<file path="config.mk">
export PLATFORM = sky130hd
export DESIGN_NAME = param_updown_counter_flat
export DESIGN_NICKNAME = d
export VERILOG_FILES = /design/src/rtl/param_updown_counter_if.sv /design/src/rtl/param_updown_counter.sv /design/src/flat_wrapper.sv
export SDC_FILE = /design/constraint.sdc
export NUM_CORES = 1
export LEC_CHECK = 0
export BUFFER_PORTS_ARGS = -buffer_cell sky130_fd_sc_hd__buf_2
export CAP_MARGIN = 20
export CORE_ASPECT_RATIO = 1.2
export CORE_MARGIN = 2
export CORE_UTILIZATION = 50
export DETAILED_ROUTE_END_ITERATION = 7
export PLACE_DENSITY = 0.75
export SYNTH_ARGS = -nofsm -noshare
export SYNTH_HDL_FRONTEND = slang
export SYNTH_SLANG_ARGS = --single-unit
</file>
<file path="constraint.sdc">
create_clock -name clk -period 7.67 [get_ports clk]
set_input_delay 1.534 -clock clk [delete_from_list [all_inputs] [get_ports clk]]
set_output_delay 1.534 -clock clk [all_outputs]
set_load 0.02 [all_outputs]
</file>
<file path="src/rtl/param_updown_counter_if.sv">
// Control/status bundle for param_updown_counter. The master drives the controls; the slave is the counter.
// COUNT_MATCH_EN adds match_val_i / match_o to the bundle.
interface param_updown_counter_if #(
    parameter int WIDTH  = 16,
    parameter int STEP_W = 4
);
    logic              set_i;
    logic              clr_i;
    logic              load_i;
    logic [WIDTH-1:0]  load_val_i;
    logic              en_i;
    logic              up_i;
    logic [STEP_W-1:0] step_i;
    logic [WIDTH-1:0]  count_o;
    logic              wrap_o;
    logic              zero_o;
    logic              ones_o;
`ifdef COUNT_MATCH_EN
    logic [WIDTH-1:0]  match_val_i;
    logic              match_o;
`endif

    modport master (
        output set_i, clr_i, load_i, load_val_i, en_i, up_i, step_i,
        input  count_o, wrap_o, zero_o, ones_o
`ifdef COUNT_MATCH_EN
        , output match_val_i
        , input  match_o
`endif
    );

    modport slave (
        input  set_i, clr_i, load_i, load_val_i, en_i, up_i, step_i,
        output count_o, wrap_o, zero_o, ones_o
`ifdef COUNT_MATCH_EN
        , input  match_val_i
        , output match_o
`endif
    );
endinterface

</file>
<file path="src/rtl/param_updown_counter.sv">
// WIDTH-bit up/down counter: set > clr > load > count priority, programmable step, wrap or saturate.
// Optional macro COUNT_MATCH_EN adds a registered match flag and MATCH_RELOAD auto-reload.
module param_updown_counter #(
    parameter int               WIDTH    = 16,
    parameter int               STEP_W   = 4,
    parameter logic [WIDTH-1:0] RST_VAL  = '0,
    parameter bit               SATURATE = 1'b0
`ifdef COUNT_MATCH_EN
    , parameter bit             MATCH_RELOAD = 1'b0
`endif
) (
    input  logic                   clk,
    input  logic                   rst_n,
    param_updown_counter_if.slave  bus
);

    if (STEP_W > WIDTH || WIDTH < 2 || STEP_W < 1) begin : g_bad_cfg
        $error("param_updown_counter: need WIDTH >= 2 and 1 <= STEP_W <= WIDTH");
    end

    typedef struct packed {
        logic             wrap;
        logic [WIDTH-1:0] value;
    } step_res_t;

    // Add or subtract the zero-extended step in WIDTH+1 bits; the top bit is carry/borrow.
    function automatic step_res_t count_step(input logic [WIDTH-1:0]  cur,
                                             input logic [STEP_W-1:0] step,
                                             input logic              up);
        logic [WIDTH:0] ext;
        logic [WIDTH:0] sum;
        step_res_t      res;
        ext = {{(WIDTH + 1 - STEP_W){1'b0}}, step};
        sum = up ? ({1'b0, cur} + ext) : ({1'b0, cur} - ext);
        res.wrap  = sum[WIDTH];
        res.value = sum[WIDTH-1:0];
        return res;
    endfunction

    function automatic logic [WIDTH-1:0] saturate(input step_res_t res, input logic up);
        if (SATURATE && res.wrap) begin
            return up ? {WIDTH{1'b1}} : {WIDTH{1'b0}};
        end
        return res.value;
    endfunction

    logic [WIDTH-1:0] r_count;
    logic             r_wrap;
    logic [WIDTH-1:0] w_candidate;
    logic [WIDTH-1:0] w_next;
    logic             w_wrap_next;
    logic             w_update;
    logic             w_counted;
    step_res_t        w_step_res;

    assign w_step_res = count_step(r_count, bus.step_i, bus.up_i);

    always_comb begin
        w_candidate = r_count;
        w_wrap_next = 1'b0;
        w_update    = 1'b0;
        w_counted   = 1'b0;
        if (bus.set_i) begin
            w_candidate = {WIDTH{1'b1}};
            w_update    = 1'b1;
        end else if (bus.clr_i) begin
            w_candidate = {WIDTH{1'b0}};
            w_update    = 1'b1;
        end else if (bus.load_i) begin
            w_candidate = bus.load_val_i;
            w_update    = 1'b1;
        end else if (bus.en_i && (bus.step_i != '0)) begin
            w_candidate = saturate(w_step_res, bus.up_i);
            w_wrap_next = w_step_res.wrap;
            w_update    = 1'b1;
            w_counted   = 1'b1;
        end
    end

`ifdef COUNT_MATCH_EN
    logic r_match;
    logic w_match_hit;

    // Match looks at the value the update would produce, before any auto-reload substitution.
    assign w_match_hit = w_update && (w_candidate == bus.match_val_i);
    assign w_next      = (MATCH_RELOAD && w_counted && w_match_hit) ? bus.load_val_i : w_candidate;

    always_ff @(posedge clk) begin
        if (!rst_n) begin
            r_match <= 1'b0;
        end else begin
            r_match <= w_match_hit;
        end
    end

    assign bus.match_o = r_match;
`else
    logic w_unused;
    assign w_unused = w_update ^ w_counted;
    assign w_next   = w_candidate;
`endif

    // Stage boundary: count and wrap pulse register together.
    always_ff @(posedge clk) begin
        if (!rst_n) begin
            r_count <= RST_VAL;
            r_wrap  <= 1'b0;
        end else begin
            r_count <= w_next;
            r_wrap  <= w_wrap_next;
        end
    end

    assign bus.count_o = r_count;
    assign bus.wrap_o  = r_wrap;
    assign bus.zero_o  = (r_count == '0);
    assign bus.ones_o  = &r_count;

endmodule

</file>
<file path="src/flat_wrapper.sv">
// flat-port wrapper written by rule: the top's interface ports become plain ports
module param_updown_counter_flat 
#(
    parameter int               WIDTH    = 16,
    parameter int               STEP_W   = 4,
    parameter logic [WIDTH-1:0] RST_VAL  = '0,
    parameter bit               SATURATE = 1'b0

)
  (clk, rst_n, bus_set_i, bus_clr_i, bus_load_i, bus_load_val_i, bus_en_i, bus_up_i, bus_step_i, bus_count_o, bus_wrap_o, bus_zero_o, bus_ones_o);
  param_updown_counter_if #(.WIDTH(WIDTH), .STEP_W(STEP_W)) bus_i ();
  input  logic clk;
  input  logic rst_n;
  input wire logic [$bits(bus_i.set_i)-1:0] bus_set_i;
  input wire logic [$bits(bus_i.clr_i)-1:0] bus_clr_i;
  input wire logic [$bits(bus_i.load_i)-1:0] bus_load_i;
  input wire logic [$bits(bus_i.load_val_i)-1:0] bus_load_val_i;
  input wire logic [$bits(bus_i.en_i)-1:0] bus_en_i;
  input wire logic [$bits(bus_i.up_i)-1:0] bus_up_i;
  input wire logic [$bits(bus_i.step_i)-1:0] bus_step_i;
  output wire logic [$bits(bus_i.count_o)-1:0] bus_count_o;
  output wire logic [$bits(bus_i.wrap_o)-1:0] bus_wrap_o;
  output wire logic [$bits(bus_i.zero_o)-1:0] bus_zero_o;
  output wire logic [$bits(bus_i.ones_o)-1:0] bus_ones_o;
  assign bus_i.set_i = bus_set_i;
  assign bus_i.clr_i = bus_clr_i;
  assign bus_i.load_i = bus_load_i;
  assign bus_i.load_val_i = bus_load_val_i;
  assign bus_i.en_i = bus_en_i;
  assign bus_i.up_i = bus_up_i;
  assign bus_i.step_i = bus_step_i;
  assign bus_count_o = bus_i.count_o;
  assign bus_wrap_o = bus_i.wrap_o;
  assign bus_zero_o = bus_i.zero_o;
  assign bus_ones_o = bus_i.ones_o;
  param_updown_counter #(.WIDTH(WIDTH), .STEP_W(STEP_W), .RST_VAL(RST_VAL), .SATURATE(SATURATE)) u_core (.clk(clk), .rst_n(rst_n), .bus(bus_i));
endmodule
</file>
==> flow_summary_export.csv, run 1 <==
group,metric,value,unit
timing,grt_setup_unrepaired,"false",
synth,synth-simple-area-share,25.1,%
synth,yosys_most_used_dff,"dfxtp_1",
worst_setup_path,worstPathRequired,7840,ps
grt,grt_usage,27.2,%
power,p_comb_share,45.7,%
synth,ys_ff_latch,17,
worst_setup_path,path_max_fanout,7,
finish,num-nets-final,336,
finish,layout-drive-gt1-share,19.4,%
grt,grt_pass1_wl,9.04,mm
placement,numPortBuffers,45,
clock_network,clk-insertion-delay-late,260,ps
synth,synth_top_family_by_area,"compound AO/OA/AOI/OAI gates",
power,power.total,333,uW
worst_setup_path,ff2ff_path_depth,9,
routing,drtAntennaViolNets,0,
clock_network,numCtsBuffers,3,
finish,seq_area,340,sq um
clock_network,root_buffer,"clkbuf_8",
clock_network,cts_tree,"yes",
clock_network,cts_resized,0,
floorplan,die_h,71.3,microns
synth,synth.avg_cell_area,7.37,sq um
clock_network,cts_sinks,17,
floorplan,pin_count,46,
worst_setup_path,path_class,"in -> reg",
finish,fillers,354,
timing,fin_setup_tns,0,ps
power,leakage,0.000940,uW
placement,gp_congestion,0.929,
clock_network,clock_path_buffers,2,
floorplan,core,0.00363,sq mm
routing,post-route-drc-count,0,
hold_path,whs_path_depth,2,
grt,grt_overflow_total,0,
power,intPower,195,uW
clock_network,cts_setup_buffers,0,
routing,drtIter0Drc,185,
clock_network,htreeDepth,1,
synth,syn_inst,256,
finish,antennaDiodeCount,0,
worst_setup_path,worstPathArrival,4240,ps
synth,yosys_warnings,0,
routing,vias,2056,
power,pwr-share-seq,32.5,%
hold_path,holdCritPathClass,"reg -> reg",
floorplan,rows,24,
synth,synth.distinct_cells,51,
clock_network,hold_buffers,0,
timing,min_period_over_period,53.0,%
power,pwr-share-clk,21.8,%
timing,worst_pin_slew,552,ps
floorplan,fp.dieArea,0.00428,sq mm
power,switching_share,41.6,%
grt,antenna_found_initial,0,
synth,synthArstFlopShare,0,%
timing,finClkSkew,1.52,ps
status,status,"finished, final reports clean",
synth,synthAdderAreaFrac,13.0,%
grt,grt_pass1_vias,1915,
grt,grt_max_degree,35,
synth,muxShareOfSynthArea,2.26,%
floorplan,start_util,51.9,%
synth,synthXorXnorAreaFrac,5.57,%
power,p_sw,138,uW
timing,min_period,4070,ps
routing,wl_per_cell,16.2,microns
power,p_per_area,155,mW/mm^2
floorplan,die_x,60.1,microns
timing,slew_headroom,63.1,%
clock_network,clk_pin_slew_worst_paths,80,ps
routing,wirelength,5.51,mm
timing,hold_viol_final,0,
timing,finalMaxSlewViolations,0,
timing,fmax,246,MHz
worst_setup_path,critPathLaunchType,"primary input",
timing,setup_viol,0,
synth,syn_area,0.00189,sq mm
synth,ys_seq_area_share,18.0,%
power,vdd_drop_max,0.0000690,V
finish,areaGrowthSynthToFinish,14.0,%
finish,multiInputGateArea,0.00144,sq mm
worst_setup_path,worstSetupEndpointType,"flop",
synth,synth_enable_flop_cells,0,
run,max_cap_violations,0,
synth,syn_nets,302,
routing,drtPass1Iterations,5,
placement,dpl.hpwl,4.05,mm
routing,via_per_inst,6.03,
synth,synth_compound_gate_area_share,30.1,%
-- routing by layer --
metal	share of wire [%]	global-route usage, %
met1	43	37.9
met2	48	44.7
met3	6.9	3.07
met4	1.4	6.42
met5	0	0
-- registers in the layout, indices dropped and copies added (netlist names) --
signal              cells
u_core.bus.count_o     16
u_core.bus.wrap_o       1
-- critical path: stages --
cell	delay, ps
buf_2	100
inv_1	40
ha_1	200
or3b_1	200
nor2b_1	430
ha_1	400
a21oi_1	220
nor2_1	90
a2111oi_2	300
a21boi_2	280
o22ai_1	120
o41ai_2	300
-- power by group through the flow --
stage | Sequential, uW | Combinational [uW] | Clock [uW]
floorplan | 115 | 107 | 0
global placement | 109 | 148 | 0
CTS | 108 | 151 | 72.0
detailed placement | 110 | 150 | 0
global route | 109 | 171 | 75.2
finish | 108 | 152 | 72.6
-- cell families (layout without fill, tap and decap cells) --
group / count (synthesis) / after routing
xor+xnor: 12 / 12
simple gates: 92 / 92
compound gates: 86 / 86
buf+inv: 26 / 59
fa+ha+maj: 19 / 19
flops: 17 / 17
mux: 4 / 4
-- Yosys cell counts (7+ instances only) --
master | instances | share of area (%)
nand3b_1 | 10 | 4.0
a21oi_1 | 25 | 6.6
nor3_1 | 7 | 1.9
nand4_1 | 8 | 2.7
nand3_1 | 7 | 1.9
dfxtp_1 | 17 | 18
ha_1 | 18 | 12
inv_1 | 10 | 2.0
o21ai_1 | 12 | 3.2
nand2_1 | 21 | 4.2
o21ai_0 | 9 | 2.4
o21a_1 | 8 | 3.2
nor2_1 | 21 | 4.2
clkbuf_1 | 12 | 2.4
-- cells in the final DEF, fill, tap and decap left out, types with 2 or more instances in the layout --
master and count:
o21ai_0 9, a21o_1 4, dfxtp_1 17, nand3b_1 10, nand4_1 8, mux2i_1 2
o21ai_1 12, ha_1 18, inv_1 10, nor3_1 7, nor2b_1 3, mux2_2 2
nand3_1 7, o211ai_1 3, o21a_1 8, nand2_1 21, nor2_1 21, a211oi_1 6
or3_1 3, clkbuf_8 3, o31a_1 3, a21oi_1 25, buf_2 45, xnor2_1 6
nor4_1 5, nand2b_1 3, xor2_1 6
-- final cells by class --
class | instances | area share, %
multi-input cells | 213 | 66.8
flip-flops and latches | 17 | 15.8
clock buffers | 3 | 1.92
well taps | 52 | 3.03
inverters | 10 | 1.75
repair buffers | 45 | 10.5
clock inverters | 1 | 0.233
-- worst paths after layout --
| path | startpoint | endpoint | slack (ps) |
|---|---|---|---|
| worst max-delay path | bus_step_i[0] | u_core.bus.count_o[13]$_SDFFE_PN0P_ | 3600 |
| worst min-delay path | u_core.bus.count_o[3]$_SDFFE_PN0P_ | u_core.bus.count_o[3]$_SDFFE_PN0P_ | 670 |
| worst max register to register | u_core.bus.count_o[0]$_SDFFE_PN0P_ | u_core.bus.wrap_o$_SDFF_PP0_ | 5250 |
| worst min register to register | u_core.bus.count_o[3]$_SDFFE_PN0P_ | u_core.bus.count_o[3]$_SDFFE_PN0P_ | 670 |
-- per-stage QoR --
step	setup slack [ps]	util (%)	hold slack, ps	cell area (sq um)	std cells
global route	3380	59.2	720	2150	341
finish	3600	59.2	672	2150	341
CTS	3620	59.2	661	2150	341
detailed placement	3350	57.9	644	2100	337
global placement	3470	57.9	635	2100	337
floorplan	3730	-	685	1890	256
Power figures use the tool's default switching activity.
==> run 2, diff against run 1 <==
ABC_AREA = 1   (was not set)
PLACE_DENSITY = 0.74   (was 0.75)
clock period = 4 ns   (was 7.67 ns; I/O delays follow)
==> run 2 against run 1 <==
Net effect:
- count of clock-buffer cells in the layout did not move
- die area up 11%
- via count is 17% higher
- hold slack got worse by 100 ps
- cell area up 12%
- non-clock buffer count is the same
- first-iteration DRC count shrank 30%
- critical path type unchanged
- largest cell class unchanged
==> flow_summary_export.csv, run 2 <==
group,metric,value,unit
status,status,"finished, final reports clean",
worst_setup_path,path_class,"in -> reg",
synth,syn_nets,421,
routing,vias,2414,
clock_network,clk_pin_slew_worst_paths,70,ps
clock_network,clock_path_buffers,2,
worst_setup_path,path_max_fanout,7,
placement,numPortBuffers,45,
hold_path,worstHoldStart,"u_core.bus.count_o[0]$_SDFFE_PN0P_",
clock_network,htreeDepth,1,
finish,final_cells,472,
clock_network,hold_buffers,0,
synth,yosys_warnings,0,
timing,slew_headroom,62.6,%
clock_network,cts_resized,0,
synth,muxShareOfSynthArea,0,%
clock_network,root_buffer,"clkbuf_8",
floorplan,rows,25,
floorplan,pin_count,46,
synth,synth_enable_flop_cells,0,
finish,fillers,427,
floorplan,fp.dieArea,0.00473,sq mm
synth,synth.distinct_cells,27,
worst_setup_path,r2r_slack,1910,ps
timing,min_period,2810,ps
grt,grt_pass1_vias,2183,
finish,layout_common_cells,"107 x nand2_1, 76 x inv_1, 45 x buf_2",
synth,synth_top_family_by_area,"simple AND/OR/NAND/NOR gates",
synth,synthArstFlopShare,0,%
synth,ys_ff_latch,17,
timing,finalMaxSlewViolations,0,
finish,final_common_cell,"nand2_1",
timing,min_period_over_period,70.3,%
grt,grt_pass1_wl,9.72,mm
synth,syn_inst,375,
clock_network,numCtsBuffers,3,
worst_setup_path,worstSetupEndpointType,"flop",
clock_network,cts_setup_buffers,0,
synth,yosys_most_used_dff,"dfxtp_1",
worst_setup_path,ff2ff_path_depth,11,
floorplan,core,0.00397,sq mm
synth,yosys-top-cells-count,"107 x nand2_1, 76 x inv_1, 33 x nor2_1, 27 x nand3_1, 23 x a21oi_1",
synth,synthAdderAreaFrac,11.7,%
synth,synth_top_area_share,19.2,%
grt,grt_usage,26.4,%
synth,synth_top_area_cell,"nand2_1",
timing,finClkSkew,4.64,ps
placement,dpl.hpwl,4.92,mm
hold_path,whs_path_depth,2,
run,max_cap_violations,0,
floorplan,start_util,52.8,%
worst_setup_path,worstPathRequired,4130,ps
clock_network,cts_sinks,17,
finish,layout-drive-gt1-share,16.3,%
finish,num-nets-final,465,
timing,fmax,356,MHz
placement,gp_congestion,1.05,
hold_path,whs_endpoint,"u_core.bus.count_o[0]$_SDFFE_PN0P_",
synth,synth_compound_gate_area_share,13.1,%
timing,fin_setup_tns,0,ps
finish,multiInputGateArea,0.00141,sq mm
synth,ys_seq_area_share,16.2,%
clock_network,cts_tree,"yes",
grt,grt_overflow_total,0,
worst_setup_path,worstPathArrival,2940,ps
finish,seq_area,340,sq um
timing,worst_pin_slew,560,ps
worst_setup_path,r2r-start,"u_core.bus.count_o[0]$_SDFFE_PN0P_",
routing,post-route-drc-count,0,
floorplan,die_x,63.1,microns
clock_network,clk-insertion-delay-late,260,ps
synth,syn_area,0.00210,sq mm
timing,setup_viol,0,
timing,hold_viol_final,0,
power,vdd_drop_max,0.000159,V
routing,drtAntennaViolNets,0,
finish,antennaDiodeCount,0,
floorplan,die_h,74.9,microns
synth,synthXorXnorAreaFrac,1.67,%
routing,drtIter0Drc,130,
routing,via_per_inst,5.11,
synth,synth.area.top_cells,"nand2_1 19%, dfxtp_1 16%, inv_1 14%",
finish,final_util,60.4,%
grt,antenna_found_initial,0,
synth,yosysMostFrequentCell,"nand2_1",
power,p_per_area,270,mW/mm^2
routing,wl_per_cell,12.8,microns
power,leakage,0.00142,uW
routing,drtPass1Iterations,4,
placement,dpl.cell_count,468,
grt,grt_max_degree,29,
routing,wirelength,6.04,mm
finish,areaGrowthSynthToFinish,14.4,%
worst_setup_path,r2r_end,"u_core.bus.count_o[12]$_SDFFE_PN0P_",
worst_setup_path,critPathLaunchType,"primary input",
hold_path,holdCritPathClass,"reg -> reg",
synth,synth.avg_cell_area,5.59,sq um
timing,grt_setup_unrepaired,"false",
synth,synth-simple-area-share,40.7,%
finish,largest_reg_flops,16,
==> run 2: per-layer routing <==
metal	GRT usage [%]	wire (microns)	share of wire, %
met2	51.4	3030	50
met1	30.2	2510	42
met3	2.24	325	5.4
met5	0	0	0
met4	10.1	176	2.9
==> run 2: worst max-delay path, stage by stage <==
cell	delay, ps
buf_2	120
inv_1	50
ha_1	130
inv_1	50
nor2_2	170
nand2_1	80
nand2_1	80
inv_1	140
ha_1	370
nand2_1	160
inv_1	50
a21oi_1	220
nand3_1	100
nand2_1	70
nand3_1	120
a21oi_1	170
nor2_1	50
==> run 2: logic make-up after synthesis <==
| kind of cell | after synthesis |
|---|---|
| AOI/OAI and AO/OA | 49 |
| xor gates and xnor gates | 4 |
| adders and majority gates | 19 |
| buffers and inverters | 89 |
| DFF | 17 |
| and+or+nand+nor | 197 |
==> run 2: layout make-up <==
| cell class | instances | area share (%) |
|---|---|---|
| timing repair buffer | 45 | 9.39 |
| sequential | 17 | 14.2 |
| tap | 54 | 2.82 |
| clock buffer | 3 | 1.72 |
| multi-input combinational | 269 | 58.7 |
| inverter | 83 | 13.0 |
| clock inverter | 1 | 0.209 |
==> run 2: how the worst max path moves through the flow <==
stage	start	endpoint	cells past startpoint
6_report	bus_step_i[0]	u_core.bus.count_o[12]$_SDFFE_PN0P_	17
5_1_grt	bus_step_i[0]	u_core.bus.count_o[12]$_SDFFE_PN0P_	17
4_1_cts	bus_step_i[0]	u_core.bus.count_o[12]$_SDFFE_PN0P_	17
3_5_place_dp	bus_step_i[0]	u_core.bus.count_o[12]$_SDFFE_PN0P_	17
3_3_place_gp	bus_step_i[0]	u_core.bus.count_o[12]$_SDFFE_PN0P_	17
2_1_floorplan	bus_step_i[0]	u_core.bus.count_o[12]$_SDFFE_PN0P_	16
==> run 2: power by group <==
group	leakage, uW	internal, uW	switching (uW)
registers	0.000142	183	20.3
logic	0.00125	109	198
clock network	0.0000255	69.4	67.8
==> run 2: stage by stage <==
| stage | setup slack (ps) | cell area, sq um | hold slack (ps) | total power [uW] |
|---|---|---|---|---|
| after floorplan | 1420 | 2100 | 599 | 426 |
| after global placement | 956 | 2350 | 547 | 509 |
| after detailed placement | 927 | 2350 | 554 | 511 |
| after CTS | 1200 | 2400 | 566 | 646 |
| after global routing | 899 | 2400 | 591 | 697 |
| final | 1190 | 2400 | 569 | 647 |
